### src/rtl/rxsynccorr_if.sv
// Bit-stream, configuration and detection signals between the receive
// front end (master) and the sync-word correlator (slave).
interface rxsynccorr_if #(
  parameter int SYNC_W = 64,
  parameter int CNT_W  = 7
);
  logic              p_1us;
  logic              rxbit;
  logic              correWindow;
  logic [CNT_W-1:0]  regi_correthreshold;
  logic              regi_peakmode;
  logic [SYNC_W-1:0] ref_sync;
  logic [SYNC_W-1:0] syncinword;
  logic [CNT_W-1:0]  corr_score;
  logic              pscorr_trgp;
  logic [CNT_W-1:0]  peak_score;
  logic [3:0]        peak_lag;
  logic              busy;

  modport master (
    output p_1us, rxbit, correWindow, regi_correthreshold, regi_peakmode, ref_sync,
    input  syncinword, corr_score, pscorr_trgp, peak_score, peak_lag, busy
  );

  modport slave (
    input  p_1us, rxbit, correWindow, regi_correthreshold, regi_peakmode, ref_sync,
    output syncinword, corr_score, pscorr_trgp, peak_score, peak_lag, busy
  );
endinterface

### src/rtl/rxsynccorr.sv
// Receive sync-word correlator: LSB-first bit window, agreement score and a
// single trigger per search window (first crossing or peak).
//   state  | meaning
//   IDLE   | window closed, waiting for correWindow
//   SEARCH | window open, waiting for a score at or above threshold
//   PEAK   | threshold crossed, tracking the maximum until it stops growing
//   DONE   | trigger issued, waiting for the window to close
module rxsynccorr #(
  parameter int SYNC_W    = 64,
  parameter int CNT_W     = 7,
  parameter int PEAK_HOLD = 1
) (
  input logic         clk_6M,
  input logic         rst,
  rxsynccorr_if.slave bus
);
  localparam int FILL_W = $clog2(SYNC_W + 1);

  typedef enum logic [1:0] {IDLE, SEARCH, PEAK, DONE} state_t;

  state_t            state_q;
  logic [SYNC_W-1:0] shift_q, shift_d;
  logic [FILL_W-1:0] fill_q, fill_d;
  logic [CNT_W-1:0]  score_q, score_d;
  logic              vld_q, vld_d;
  logic [CNT_W-1:0]  runmax_q, peak_q;
  logic [3:0]        hold_q, lag_q;
  logic              trg_q;
  logic [SYNC_W-1:0] agree;
  logic [CNT_W-1:0]  pop;
  logic              new_max;
  logic [CNT_W-1:0]  pk_cur;
  logic [3:0]        hd_cur;

  always_comb begin
    shift_d = bus.p_1us ? {bus.rxbit, shift_q[SYNC_W-1:1]} : shift_q;
    fill_d  = (bus.p_1us && fill_q != FILL_W'(SYNC_W)) ? fill_q + 1'b1 : fill_q;
    agree   = ~(shift_d ^ bus.ref_sync);
    pop     = '0;
    for (int i = 0; i < SYNC_W; i++) pop = pop + CNT_W'(agree[i]);
    score_d = bus.p_1us ? pop : score_q;
    // The strobe that completes the fill is already scored.
    vld_d   = bus.p_1us && (fill_d == FILL_W'(SYNC_W));
  end

  always_ff @(posedge clk_6M) begin
    if (rst) begin
      shift_q <= '0;
      fill_q  <= '0;
      score_q <= '0;
      vld_q   <= 1'b0;
    end else begin
      shift_q <= shift_d;
      fill_q  <= fill_d;
      score_q <= score_d;
      vld_q   <= vld_d;
    end
  end

  // Peak tracking with the current score folded in, so a closing window
  // still sees a coincident new maximum.
  always_comb begin
    new_max = vld_q && (score_q > runmax_q);
    pk_cur  = new_max ? score_q : runmax_q;
    if (new_max)                    hd_cur = 4'd0;
    else if (vld_q && hold_q != 4'hF) hd_cur = hold_q + 4'd1;
    else                            hd_cur = hold_q;
  end

  always_ff @(posedge clk_6M) begin
    if (rst) begin
      state_q  <= IDLE;
      runmax_q <= '0;
      hold_q   <= '0;
      peak_q   <= '0;
      lag_q    <= '0;
      trg_q    <= 1'b0;
    end else begin
      trg_q <= 1'b0;
      case (state_q)
        IDLE: if (bus.correWindow) state_q <= SEARCH;
        SEARCH: begin
          if (!bus.correWindow) begin
            state_q <= IDLE;
          end else if (vld_q && score_q >= bus.regi_correthreshold) begin
            if (!bus.regi_peakmode) begin
              trg_q   <= 1'b1;
              peak_q  <= score_q;
              lag_q   <= 4'd0;
              state_q <= DONE;
            end else begin
              runmax_q <= score_q;
              hold_q   <= 4'd0;
              state_q  <= PEAK;
            end
          end
        end
        PEAK: begin
          runmax_q <= pk_cur;
          hold_q   <= hd_cur;
          if (vld_q && hd_cur == 4'(PEAK_HOLD)) begin
            trg_q   <= 1'b1;
            peak_q  <= pk_cur;
            lag_q   <= 4'(PEAK_HOLD);
            state_q <= bus.correWindow ? DONE : IDLE;
          end else if (!bus.correWindow) begin
            trg_q   <= 1'b1;
            peak_q  <= pk_cur;
            lag_q   <= hd_cur;
            state_q <= IDLE;
          end
        end
        DONE: if (!bus.correWindow) state_q <= IDLE;
        default: state_q <= IDLE;
      endcase
    end
  end

  assign bus.syncinword  = shift_q;
  assign bus.corr_score  = score_q;
  assign bus.pscorr_trgp = trg_q;
  assign bus.peak_score  = peak_q;
  assign bus.peak_lag    = lag_q;
  assign bus.busy        = (state_q == SEARCH) || (state_q == PEAK);
endmodule

### src/flat_wrapper.sv
// flat-port wrapper written by rule: the top's interface ports become plain ports
module rxsynccorr_flat 
#(
  parameter int SYNC_W    = 64,
  parameter int CNT_W     = 7,
  parameter int PEAK_HOLD = 1
)
  (clk_6M, rst, bus_p_1us, bus_rxbit, bus_correWindow, bus_regi_correthreshold, bus_regi_peakmode, bus_ref_sync, bus_syncinword, bus_corr_score, bus_pscorr_trgp, bus_peak_score, bus_peak_lag, bus_busy);
  rxsynccorr_if #(.SYNC_W(SYNC_W), .CNT_W(CNT_W)) bus_i ();
  input logic clk_6M;
  input logic rst;
  input wire logic [$bits(bus_i.p_1us)-1:0] bus_p_1us;
  input wire logic [$bits(bus_i.rxbit)-1:0] bus_rxbit;
  input wire logic [$bits(bus_i.correWindow)-1:0] bus_correWindow;
  input wire logic [$bits(bus_i.regi_correthreshold)-1:0] bus_regi_correthreshold;
  input wire logic [$bits(bus_i.regi_peakmode)-1:0] bus_regi_peakmode;
  input wire logic [$bits(bus_i.ref_sync)-1:0] bus_ref_sync;
  output wire logic [$bits(bus_i.syncinword)-1:0] bus_syncinword;
  output wire logic [$bits(bus_i.corr_score)-1:0] bus_corr_score;
  output wire logic [$bits(bus_i.pscorr_trgp)-1:0] bus_pscorr_trgp;
  output wire logic [$bits(bus_i.peak_score)-1:0] bus_peak_score;
  output wire logic [$bits(bus_i.peak_lag)-1:0] bus_peak_lag;
  output wire logic [$bits(bus_i.busy)-1:0] bus_busy;
  assign bus_i.p_1us = bus_p_1us;
  assign bus_i.rxbit = bus_rxbit;
  assign bus_i.correWindow = bus_correWindow;
  assign bus_i.regi_correthreshold = bus_regi_correthreshold;
  assign bus_i.regi_peakmode = bus_regi_peakmode;
  assign bus_i.ref_sync = bus_ref_sync;
  assign bus_syncinword = bus_i.syncinword;
  assign bus_corr_score = bus_i.corr_score;
  assign bus_pscorr_trgp = bus_i.pscorr_trgp;
  assign bus_peak_score = bus_i.peak_score;
  assign bus_peak_lag = bus_i.peak_lag;
  assign bus_busy = bus_i.busy;
  rxsynccorr #(.SYNC_W(SYNC_W), .CNT_W(CNT_W), .PEAK_HOLD(PEAK_HOLD)) u_core (.clk_6M(clk_6M), .rst(rst), .bus(bus_i));
endmodule
### config.mk
export PLATFORM = sky130hd
export DESIGN_NAME = rxsynccorr_flat
export DESIGN_NICKNAME = d
export VERILOG_FILES = /design/src/rtl/rxsynccorr_if.sv /design/src/rtl/rxsynccorr.sv /design/src/flat_wrapper.sv
export SDC_FILE = /design/constraint.sdc
export NUM_CORES = 1
export LEC_CHECK = 0
export ABC_AREA = 1
export CAP_MARGIN = 20
export CORE_ASPECT_RATIO = 0.7
export CORE_MARGIN = 2
export CORE_UTILIZATION = 45
export CTS_BUF_LIST = sky130_fd_sc_hd__clkbuf_8
export DETAILED_ROUTE_END_ITERATION = 12
export GPL_TIMING_DRIVEN = 1
export PLACE_DENSITY = 0.78
export SLEW_MARGIN = 20
export SYNTH_ARGS = -nofsm -noshare
export SYNTH_HDL_FRONTEND = slang
export SYNTH_SLANG_ARGS = --single-unit
### constraint.sdc
create_clock -name clk_6M -period 9.4 [get_ports clk_6M]
set_input_delay 0.94 -clock clk_6M [delete_from_list [all_inputs] [get_ports clk_6M]]
set_output_delay 0.94 -clock clk_6M [all_outputs]
set_load 0.005 [all_outputs]
==> metrics <==
run status=complete, no violations; first-pass GRT wire length=28320 um; EDFF count, synth=0; Max clock buf depth=2; Critical R2R Launch=u_core.bus.syncinword[1]; ratio of final minimum period to clock period=0.8101; # DRC=0; count leader, synth=nand2_1; Synth Cell Area=6930 um^2; routed wire length=17050 um; Max-Cap Viols=0; Seq cells post-synth=104; critical path type=in2reg; unrepaired setup endpoints after global routing=no; Placer Congestion=0.8415; initial antenna violation count=0; syn nets=1049; number of inserted diodes=0; footprint of the multi-input gates=4173 um^2; Antenna Violating Nets Remaining=0; nature of the critical path endpoint=flop; CTS hold repair buffers=0; critical path arrival=7880 ps; Setup TNS Final=0 ps; post-synth top area cell=dfxtp_1; Layout area overhead=28.15%; Rel. slew slack=0.3795; Setup WS post-layout=1785 ps; Final HPWL DP=13620 um; Die X-Extent=152.3 um; critical hold path startpoint=u_core.bus.peak_lag[0]; FF-to-FF setup slack=2470 ps; Fin. Hold Viols=0; hold path depth=2; Setup Buffers After CTS=0; # IOs=161; vias per cell=4.831; clock-pin slew on the worst setup and hold paths=90 ps; Layout fillers=1283; initial core utilization=0.4664; vias=5903; Final nets=1191; CTS H-tree lvls=3; GRT Util Overall=0.2155; number of core rows=37; skew final=15.80 ps; Register Area=2082 um^2; Max Clk Rate=131.3 MHz; core area=14860 um^2; WHS=474.4 ps; Pre-antenna DRT Iters=4; Critical R2R Capture=u_core.bus.corr_score[4]; crit path max fanout=45; vias in the first global route=5661; most frequent cells after synthesis=150 x nand2_1, 140 x inv_1, 115 x nor2_1; Netlist cell types=30; share of cells above drive strength 1=0.03505; Skew-Pair Late Insertion Delay=380 ps; Num CTS Buffers=9; clk sinks=104; largest net degree at the start of global routing=83; CTS tree=built; CP startpoint kind=primary input; drt initial violations=445; sequential cell area fraction in the yosys report=0.3004; largest cells by area after synthesis=dfxtp_1 30%, fa_1 16%, nand2_1 8.1%; Total Die Area=16430 um^2; WL/cell=13.95 um; PortBufs=160; top-area cell type share of the netlist area=0.3004; asr flop ratio synth=0; root buffer cell=clkbuf_8; Final setup viols=0; # resized after CTS=0; Yosys warnings=0; synthesized area per cell=7.875 um^2; max-slew violations=0; Hold Path Class=reg2reg; final core occ=0.5976; worst r2r path cells=23; post-synthesis instance total=880; Die Span Y=107.8 um; pre-CTS WS=1395 ps; min cycle time layout=7615 ps; grt ovf=0; slew at the pin closest to its max-slew limit=930.8 ps; Post-synth top flop=dfxtp_1; Worst EP required=9670 ps; worst-case hold path end point=u_core.bus.peak_lag[0]
## per-stage QoR
stage / area [um^2] / std cells
after floorplan: 6930 / 880
after global placement: 8661 / 1206
after detailed placement: 8661 / 1206
after CTS: 8881 / 1222
after global routing: 8881 / 1222
final: 8881 / 1222
## registers in the layout, summed over array words and instances, names as in the netlist, 2 cells and up
name                   count
u_core.state_q             2
u_core.bus.peak_score      7
u_core.fill_q              7
u_core.bus.syncinword     64
u_core.bus.corr_score      7
u_core.bus.peak_lag        4
u_core.hold_q              4
u_core.runmax_q            7
## worst max path at each step
stage | depth (start not counted) | from | end | slack (ps)
finish | 23 | bus_p_1us | u_core.bus.corr_score[4] | 1790
global placement | 24 | bus_p_1us | u_core.bus.corr_score[4] | 1520
detailed placement | 23 | bus_p_1us | u_core.bus.corr_score[4] | 1400
floorplan | 23 | bus_p_1us | u_core.bus.corr_score[4] | 1660
CTS | 23 | bus_p_1us | u_core.bus.corr_score[4] | 1780
global route | 23 | bus_p_1us | u_core.bus.corr_score[6] | 1400
## worst max-delay path, cell delays in order
cell and delay [ps]:
buf_2 130, inv_2 260, buf_4 440, o21ai_0 220
xor2_1 210, fa_1 550, inv_1 50, fa_1 470
fa_1 550, fa_1 440, fa_1 520, fa_1 520
fa_1 550, inv_1 50, fa_1 500, fa_1 460
fa_1 410, nand2_1 70, nand2_1 50, a21oi_1 190
xor2_1 90, o21ai_0 150, inv_1 60
## metal layers
metal | vias up | track usage | part of all wire
li1 | 2987 | - | -
met1 | 2752 | 0.3255 | 0.52
met2 | 143 | 0.3176 | 0.42
met3 | 21 | 0.04227 | 0.050
met4 | 0 | 0.04673 | 0.014
met5 | - | 0 | 0
## final cells by class
class / instances / area share
Clock buffer: 9 / 0.01395
Clock inverter: 7 / 0.01085
Inverter: 140 / 0.05917
Multi-Input combinational cell: 601 / 0.4699
Sequential cell: 104 / 0.2344
Tap cell: 195 / 0.02747
Timing Repair Buffer: 166 / 0.1843
## cells by family after synthesis
logic type	synth area share
DFF	0.3004
muxes	0.01733
adders and majority gates	0.2246
AOI/OAI and AO/OA	0.07312
buffers and inverters	0.09749
and+or+nand+nor	0.1961
xor gates and xnor gates	0.09099
## placed cells by master (no fill, tap or decap), types with 6 or more instances in the layout
| cell type | count |
|---|---|
| nand3_1 | 33 |
| buf_4 | 6 |
| o21ai_0 | 65 |
| clkbuf_8 | 9 |
| nand2_1 | 150 |
| nand4_1 | 16 |
| nor2_1 | 115 |
| inv_1 | 140 |
| fa_1 | 54 |
| clkdlybuf4s50_1 | 158 |
| xnor2_1 | 45 |
| a21oi_1 | 23 |
| nand2_2 | 8 |
| mux2i_1 | 12 |
| xor2_1 | 27 |
| ha_1 | 38 |
| dfxtp_1 | 104 |
Power is not shown: default switching activity piles up to over one toggle a cycle in this logic, so the estimate is an artifact.
